$ cat src/rtl/mux_n_to_1_pipe.sv
// N-channel, WIDTH-bit registered multiplexer with valid/ready on every input and on the output.
// Define MUX_N_TO_1_PIPE_ROUND_ROBIN_EN to ignore sel and arbitrate round-robin instead.
module mux_n_to_1_pipe #(
  parameter int unsigned WIDTH    = 32,
  parameter int unsigned CHANNELS = 4,
  localparam int unsigned SEL_W   = $clog2(CHANNELS)
) (
  input  logic                      clk,
  input  logic                      reset,
  input  logic [CHANNELS*WIDTH-1:0] in_data,
  input  logic [CHANNELS-1:0]       in_valid,
  output logic [CHANNELS-1:0]       in_ready,
  input  logic [SEL_W-1:0]          sel,
  output logic [WIDTH-1:0]          out_data,
  output logic                      out_valid,
  input  logic                      out_ready,
  output logic [SEL_W-1:0]          out_chan
);

  logic [WIDTH-1:0] chan_data [CHANNELS];

  for (genvar k = 0; k < CHANNELS; k++) begin : g_unpack
    assign chan_data[k] = in_data[k*WIDTH +: WIDTH];
  end

  logic             can_accept;
  logic             grant_valid;
  logic [SEL_W-1:0] grant;
  logic             in_xfer;
  logic             out_xfer;

  logic [WIDTH-1:0] out_data_q, out_data_d;
  logic [SEL_W-1:0] out_chan_q, out_chan_d;
  logic             out_valid_q, out_valid_d;

  // Register is free when empty or being drained this cycle.
  assign can_accept = !out_valid_q || out_ready;

`ifdef MUX_N_TO_1_PIPE_ROUND_ROBIN_EN
  logic [SEL_W-1:0] ptr_q, ptr_d;
  logic             unused_sel;

  assign unused_sel = ^sel;

  // First valid channel at or after ptr, wrapping modulo CHANNELS.
  always_comb begin
    int unsigned idx;
    grant_valid = 1'b0;
    grant       = '0;
    idx         = 0;
    for (int unsigned i = 0; i < CHANNELS; i++) begin
      idx = 32'(ptr_q) + i;
      if (idx >= CHANNELS) begin
        idx = idx - CHANNELS;
      end
      if (!grant_valid && in_valid[SEL_W'(idx)]) begin
        grant_valid = 1'b1;
        grant       = SEL_W'(idx);
      end
    end
  end

  always_comb begin
    ptr_d = ptr_q;
    if (in_xfer) begin
      ptr_d = (32'(grant) == CHANNELS - 1) ? '0 : grant + SEL_W'(1);
    end
  end

  always_ff @(posedge clk or posedge reset) begin
    if (reset) begin
      ptr_q <= '0;
    end else begin
      ptr_q <= ptr_d;
    end
  end
`else
  assign grant = sel;

  // Only non-power-of-two channel counts can see an out-of-range select.
  if (CHANNELS == (1 << SEL_W)) begin : g_sel_full
    assign grant_valid = 1'b1;
  end else begin : g_sel_partial
    assign grant_valid = (sel < SEL_W'(CHANNELS));
  end
`endif

  always_comb begin
    in_ready = '0;
    if (!reset && grant_valid) begin
      in_ready[grant] = can_accept;
    end
  end

  assign in_xfer  = !reset && grant_valid && in_valid[grant] && can_accept;
  assign out_xfer = out_valid_q && out_ready;

  always_comb begin
    out_data_d  = out_data_q;
    out_chan_d  = out_chan_q;
    out_valid_d = out_valid_q;
    if (in_xfer) begin
      out_data_d  = chan_data[grant];
      out_chan_d  = grant;
      out_valid_d = 1'b1;
    end else if (out_xfer) begin
      out_valid_d = 1'b0;
    end
  end

  always_ff @(posedge clk or posedge reset) begin
    if (reset) begin
      out_data_q  <= '0;
      out_chan_q  <= '0;
      out_valid_q <= 1'b0;
    end else begin
      out_data_q  <= out_data_d;
      out_chan_q  <= out_chan_d;
      out_valid_q <= out_valid_d;
    end
  end

  assign out_data  = out_data_q;
  assign out_chan  = out_chan_q;
  assign out_valid = out_valid_q;

endmodule

$ cat config.mk
export PLATFORM = sky130hd
export DESIGN_NAME = mux_n_to_1_pipe
export DESIGN_NICKNAME = d
export VERILOG_FILES = /design/src/rtl/mux_n_to_1_pipe.sv
export SDC_FILE = /design/constraint.sdc
export NUM_CORES = 1
export LEC_CHECK = 0
export ABC_AREA = 0
export BUFFER_PORTS_ARGS = -buffer_cell sky130_fd_sc_hd__buf_4
export CELL_PAD_IN_SITES_DETAIL_PLACEMENT = 0
export CELL_PAD_IN_SITES_GLOBAL_PLACEMENT = 1
export CORE_ASPECT_RATIO = 2
export CORE_MARGIN = 10
export CORE_UTILIZATION = 29
export CTS_CLUSTER_DIAMETER = 60
export CTS_CLUSTER_SIZE = 30
export DETAILED_ROUTE_END_ITERATION = 16
export GPL_TIMING_DRIVEN = 0
export MAX_ROUTING_LAYER = met4
export PLACE_DENSITY_LB_ADDON = 0.1
export SLEW_MARGIN = 20
export SYNTH_ARGS = -nofsm -noshare
export SYNTH_HDL_FRONTEND = slang
export SYNTH_SLANG_ARGS = --single-unit
export TNS_END_PERCENT = 50
$ cat constraint.sdc
create_clock -name clk -period 2.84 [get_ports clk]
set_clock_uncertainty 0.05 [all_clocks]
set_input_delay 0.568 -clock clk [delete_from_list [all_inputs] [get_ports clk]]
set_output_delay 0.568 -clock clk [all_outputs]
set_load 0.02 [all_outputs]
==> summary.txt, run 1 <==
Status
  – Status: complete, no violations

Flow run
  – Max_cap viols: 0

Worst hold path
  – Worst Hold Class: in2async

Clock tree
  – Post_cts resized: 0
  – Post-CTS setup buffers: 0
  – Post-CTS Hold Buffers: 0
  – Root Buffer: clkbuf_16
  – CTS tree: yes
  – Max Root-Sink Buffers: 2
  – H-tree depth: 2
  – Clock Sinks: 35
  – Worst-skew pair later-pin latency: 0.27 ns
  – Num CTS Buffers: 5
  – Clock-pin transition on the worst setup and hold timing paths: 0.05 ns

Detailed routing
  – DRC: 0
  – Drt pass-1 iters: 4
  – Routed length per instance: 20.5 microns
  – Vias post-DR: 1948
  – Post-DRT Antenna Nets: 0
  – Vias per cell: 4.85
  – DRT Wirelength: 8240 microns
  – First-iteration detailed-routing DRC count: 38

Logic synthesis
  – Predominant post-synthesis flop cell: dfrtp_1
  – Post-synth EDFFs: 0
  – Yosys warning total: 0
  – Yosys cell types: 15
  – Commonest cells post-synth: 35 x dfrtp_1, 35 x mux2_2, 33 x mux4_2
  – Synth async-reset ratio: 100%
  – Post-Syn Nets: 266
  – Synthesized flop and latch total: 35
  – Synth area leaders: dfrtp_1 40%, mux4_2 34%, mux2_2 18%
  – Mapped Cells: 129
  – Post-synth top area cell: dfrtp_1
  – Mapped Area: 2170 sq um
  – Top-area cell type share of the netlist area: 40.4%
  – Avg Cell Area, Syn: 16.8 sq um
  – Seq/Total Area, Yosys: 40.4%

Timing
  – Setup_tns: 0 ns
  – Relative slew slack: 57.8%
  – RSZ-0062 raised after global routing: false
  – Highest Clock Rate: 402 MHz
  – Final Max Tran Viols: 0
  – Crit path setup slack, layout: 0.352 ns
  – Final Setup Violations: 0
  – Fin. Hold Viols: 0
  – Fin crit share: 87.6%
  – Least-Margin Pin Slew: 0.632 ns
  – Min Tclk post-route: 2.49 ns

Pwr
  – Pint: 1440 uW
  – Switching power: 645 uW
  – Gate power share: 42.1%
  – Max VDD drop: 0.391 mV
  – Clock power frac: 24.1%
  – Power Dens Cells: 556 nW/um^2
  – Lkg Pwr: 0.00176 uW
  – Sw Share: 31.0%
  – Sequential share of power: 33.8%

Cells and area
  – # nets final: 448
  – P&R area growth vs syn: 72.8%
  – Final Cell Area: 3750 sq um
  – Diodes inserted: 0
  – Final Core Density: 51.5%
  – Layout cells sized above 1: 83.2%

Setup path
  – CP arrival: 1.87 ns
  – Crit-path leading delay family: buffers and inverters
  – Crit-path most repeated cell: buf_4
  – Worst-path fanout max: 10
  – Reg2Reg Depth: 4
  – CP peak stage delay: 0.45 ns
  – CP max-delay cell: buf_1
  – Critical path, cell by cell: buf_4 > buf_2 > buf_1 > inv_1 > nor3_1 > buf_4
  – Critical path class: in2out
  – Req. time, crit path: 2.22 ns
  – Bufs and invs on worst path: 5
  – Crit path depth: 6
  – Worst setup EP type: primary output
  – Worst setup SP type: primary input

Placed design
  – Post-DP HPWL: 7200 microns
  – I/O Buffers: 174
  – Final Wtd Congestion: 0.762
  – Dpl cell area: 3620 sq um
  – Dpl ws: 0.311 ns

Global route
  – Initial antenna violation count: 0
  – First-pass GRT wire length: 12100 microns
  – Met3 usage: 5.63%
  – GRT Total Usage: 14.3%
  – Most used routing layer: met2
  – Largest net degree at the start of global routing: 24
  – Met2 usage: 26.7%
  – Vias in the first global route: 2329
  – Gr ovfl total: 0
  – GRT met1 Usage: 12.7%

Floorplanning
  – Top Ports: 176
  – Starting Density: 29.8%
  – Die X: 81.1 microns
  – FP Rows: 44
  – Core Box Area: 7270 sq um
  – Die area: 11500 sq um
  – Die Height: 142 microns
==> stage by stage <==
step	total power [uW]	hold WS (ns)	cells
6_report	2080	0.294	402
5_1_grt	2200	0.326	402
4_1_cts	2130	0.304	402
3_5_place_dp	1610	0.445	396
3_3_place_gp	1590	0.439	395
2_1_floorplan	1150	0.565	129
==> placed cells by master (no fill, tap or decap), drive strengths merged <==
cell     count
nand3        2
clkbuf       8
mux2        35
nor3         4
mux4        33
nand2        3
inv          3
nand2b       1
buf        184
dfrtp       35
o2bb2ai      1
a31oi        1
==> worst register-to-register path: cells and delay by family, from the launching register on <==
| family | cells | cell delay, ns |
|---|---|---|
| buffers and inverters | 1 | 0.24 |
| DFF | 1 | 0.38 |
| muxes | 1 | 0.28 |
| and+or+nand+nor | 2 | 0.40 |
==> worst paths after layout <==
path,start,endpoint,slack (ns)
worst max-delay path,sel[1],in_ready[2],0.35
worst min-delay path,reset,out_data[0],0.29
worst max register to register,out_valid,out_data[28],1.37
worst min register to register,out_data[7],out_data[7],0.45
max in group asynchronous,reset,out_data[12],1.97
min in group clk,out_data[7],out_data[7],0.45
==> power by group through the flow <==
| stage | Combinational (uW) | Clock (uW) | Sequential, uW |
|---|---|---|---|
| 6_report | 877 | 502 | 705 |
| 5_1_grt | 939 | 543 | 722 |
| 4_1_cts | 900 | 524 | 706 |
| 3_5_place_dp | 899 | 0 | 713 |
| 3_3_place_gp | 885 | 0 | 706 |
| 2_1_floorplan | 270 | 0 | 881 |
==> cells by family after synthesis <==
group                  after synthesis  share of synthesized area (%)
buffers and inverters               14                           4.04
muxes                               68                           52.5
and+or+nand+nor                     10                           2.42
AOI/OAI and AO/OA                    2                          0.693
DFF                                 35                           40.4
==> layout make-up <==
class,instances,area (sq um)
Fill cell,703,3520
Inverter,3,11.3
Clock buffer,6,129
Timing Repair Buffer,175,1330
Multi-Input combinational cell,80,1200
Buffer,11,76.3
Sequential cell,35,876
Tap cell,92,115
==> state kept, by name (all words and copies together) (netlist names) <==
name,flops
out_chan,2
out_data,32
out_valid,1
==> per-layer routing <==
metal	routed length [microns]	vias to the layer above	part of all wire, %
li1	-	884	-
met1	2610	942	32
met2	4760	116	58
met3	773	6	9.4
met4	99	0	1.2
met5	0	-	0
(Power assumes the default switching activity.)
==> run 2: changes to the inputs <==
- CORE_MARGIN: 10 -> default
- clock period: 2.84 -> 2.3 ns (I/O delays scaled with it)
==> summary.txt, run 2 (same netlist as run 1, synthesis figures left out) <==
Status
  – Status: complete, no violations

Flow run
  – Max_cap viols: 0 (unchanged)

Timing
  – Crit path setup slack, layout: 0.196 ns (-0.156 ns)
  – Fin crit share: 91.5%
  – Final Setup Violations: 0 (unchanged)
  – Least-Margin Pin Slew: 0.610 ns (-0.0220 ns)
  – Setup_tns: 0 ns (unchanged)
  – Highest Clock Rate: 475 MHz
  – Fin. Hold Viols: 0 (unchanged)
  – RSZ-0062 raised after global routing: false
  – Final Max Tran Viols: 0 (unchanged)
  – Min Tclk post-route: 2.10 ns
  – Relative slew slack: 59.3% (+1.5 points)

Setup path
  – CP peak stage delay: 0.31 ns (-0.14 ns)
  – Worst setup EP type: primary output
  – CP max-delay cell: buf_2
  – Worst setup SP type: primary input
  – CP arrival: 1.59 ns (-0.28 ns)
  – Critical path, cell by cell: buf_4 > buf_2 > buf_2 > inv_1 > nor3_1 > buf_4
  – Crit-path leading delay family: buffers and inverters
  – Req. time, crit path: 1.79 ns (-0.43 ns)
  – Bufs and invs on worst path: 5 (unchanged)
  – Worst-path fanout max: 10 (unchanged)
  – Critical path class: in2out

Cells and area
  – Diodes inserted: 0 (unchanged)
  – Most frequent cells in the layout: 174 x buf_4, 35 x mux2_2, 35 x dfrtp_1
  – Fill cells: 670 (-4.7%)
  – Most common cell after layout, fill and taps aside: buf_4
  – # nets final: 448 (unchanged)
  – Layout cells sized above 1: 83.7% (+0.43 points)
  – Reg area: 876 sq um (unchanged)
  – Max reg flops: 32 (unchanged)
  – Multi-input gate area: 1200 sq um (unchanged)
  – P&R area growth vs syn: 73.3%

Pwr
  – Max VDD drop: 0.485 mV (+24%)
  – Lkg Pwr: 0.00176 uW (about the same)
  – Power Dens Cells: 704 nW/um^2 (+26%)

Placed design
  – I/O Buffers: 174 (unchanged)
  – Dpl ws: -0.278 ns (-0.589 ns)
  – Post-DP HPWL: 5560 microns (-23%)
  – Final Wtd Congestion: 0.727 (-4.5%)

Floorplanning
  – Die Height: 124 microns (-13%)
  – Die X: 63.1 microns (-22%)
  – FP Rows: 44 (unchanged)
  – Die area: 7850 sq um (-32%)
  – Top Ports: 176 (unchanged)
  – Starting Density: 29.8% (unchanged)
  – Core Box Area: 7270 sq um (unchanged)

Global route
  – Vias in the first global route: 2183 (-6.3%)
  – Largest net degree at the start of global routing: 21 (-13%)
  – Gr ovfl total: 0 (unchanged)
  – Initial antenna violation count: 0 (unchanged)
  – GRT Total Usage: 19.1% (+4.8 points)
  – First-pass GRT wire length: 10700 microns (-12%)

Clock tree
  – Root Buffer: clkbuf_16
  – Clock Sinks: 35 (unchanged)
  – Worst-skew pair later-pin latency: 0.28 ns (about the same)
  – Clock-pin transition on the worst setup and hold timing paths: 0.05 ns (about the same)
  – H-tree depth: 2 (unchanged)
  – Num CTS Buffers: 5 (unchanged)
  – Post_cts resized: 1 (+1)
  – Max Root-Sink Buffers: 2 (unchanged)
  – Post-CTS Hold Buffers: 0 (unchanged)
  – CTS tree: yes
  – Post-CTS setup buffers: 0 (unchanged)

Detailed routing
  – Post-DRT Antenna Nets: 0 (unchanged)
  – DRT Wirelength: 6900 microns (-16%)
  – Vias per cell: 4.88 (+0.68%)
  – First-iteration detailed-routing DRC count: 28 (-26%)
  – DRC: 0 (unchanged)
  – Routed length per instance: 17.1 microns (-17%)
  – Vias post-DR: 1971 (+1.2%)
  – Drt pass-1 iters: 4 (unchanged)

Worst hold path
  – Worst Hold Class: in2async
run 2: metrics by stage:
step | instances | hold slack (ns) | instance area, sq um | utilization [%] | total power [uW]
CTS | 404 | 0.196 | 3760 | 51.7 | 2690
global route | 404 | 0.218 | 3760 | 51.7 | 2790
detailed placement | 395 | 0.443 | 3590 | 49.4 | 1960
global placement | 395 | 0.439 | 3590 | 49.4 | 1940
floorplan | 129 | 0.381 | 2170 | - | 1420
finish | 404 | 0.190 | 3760 | 51.7 | 2650
run 2: layout make-up:
cell class	count	area share (%)
timing repair buffer	174	34.8
multi-input combinational	80	32.1
sequential	35	23.3
clock buffer	8	4.16
tap	92	3.06
buffer	11	2.06
inverter	3	0.399
timing repair inverter	1	0.200
run 2: final timing paths:
check                              from  depth (start not counted)      endpoint  slack [ns]
setup reg to reg              out_valid                          4  out_data[30]        0.80
max in group asynchronous         reset                          2  out_data[23]        1.72
hold / removal                    reset                          2  out_data[29]        0.19
setup / recovery                 sel[1]                          6   in_ready[3]        0.20
hold reg to reg            out_data[23]                          1  out_data[23]        0.45
min in group clk           out_data[23]                          1  out_data[23]        0.45
run 2: metal layers:
metal / share of wire [%] / GRT usage [%] / routed length [microns]
met1: 28 / 16.3 / 1960
met2: 62 / 37.3 / 4250
met3: 8.0 / 5.31 / 549
met4: 1.8 / 6.84 / 127
met5: 0 / - / 0
run 2: where the power goes:
group,switching (uW),internal (uW)
logic,472,597
clock network,247,461
registers,81.8,786
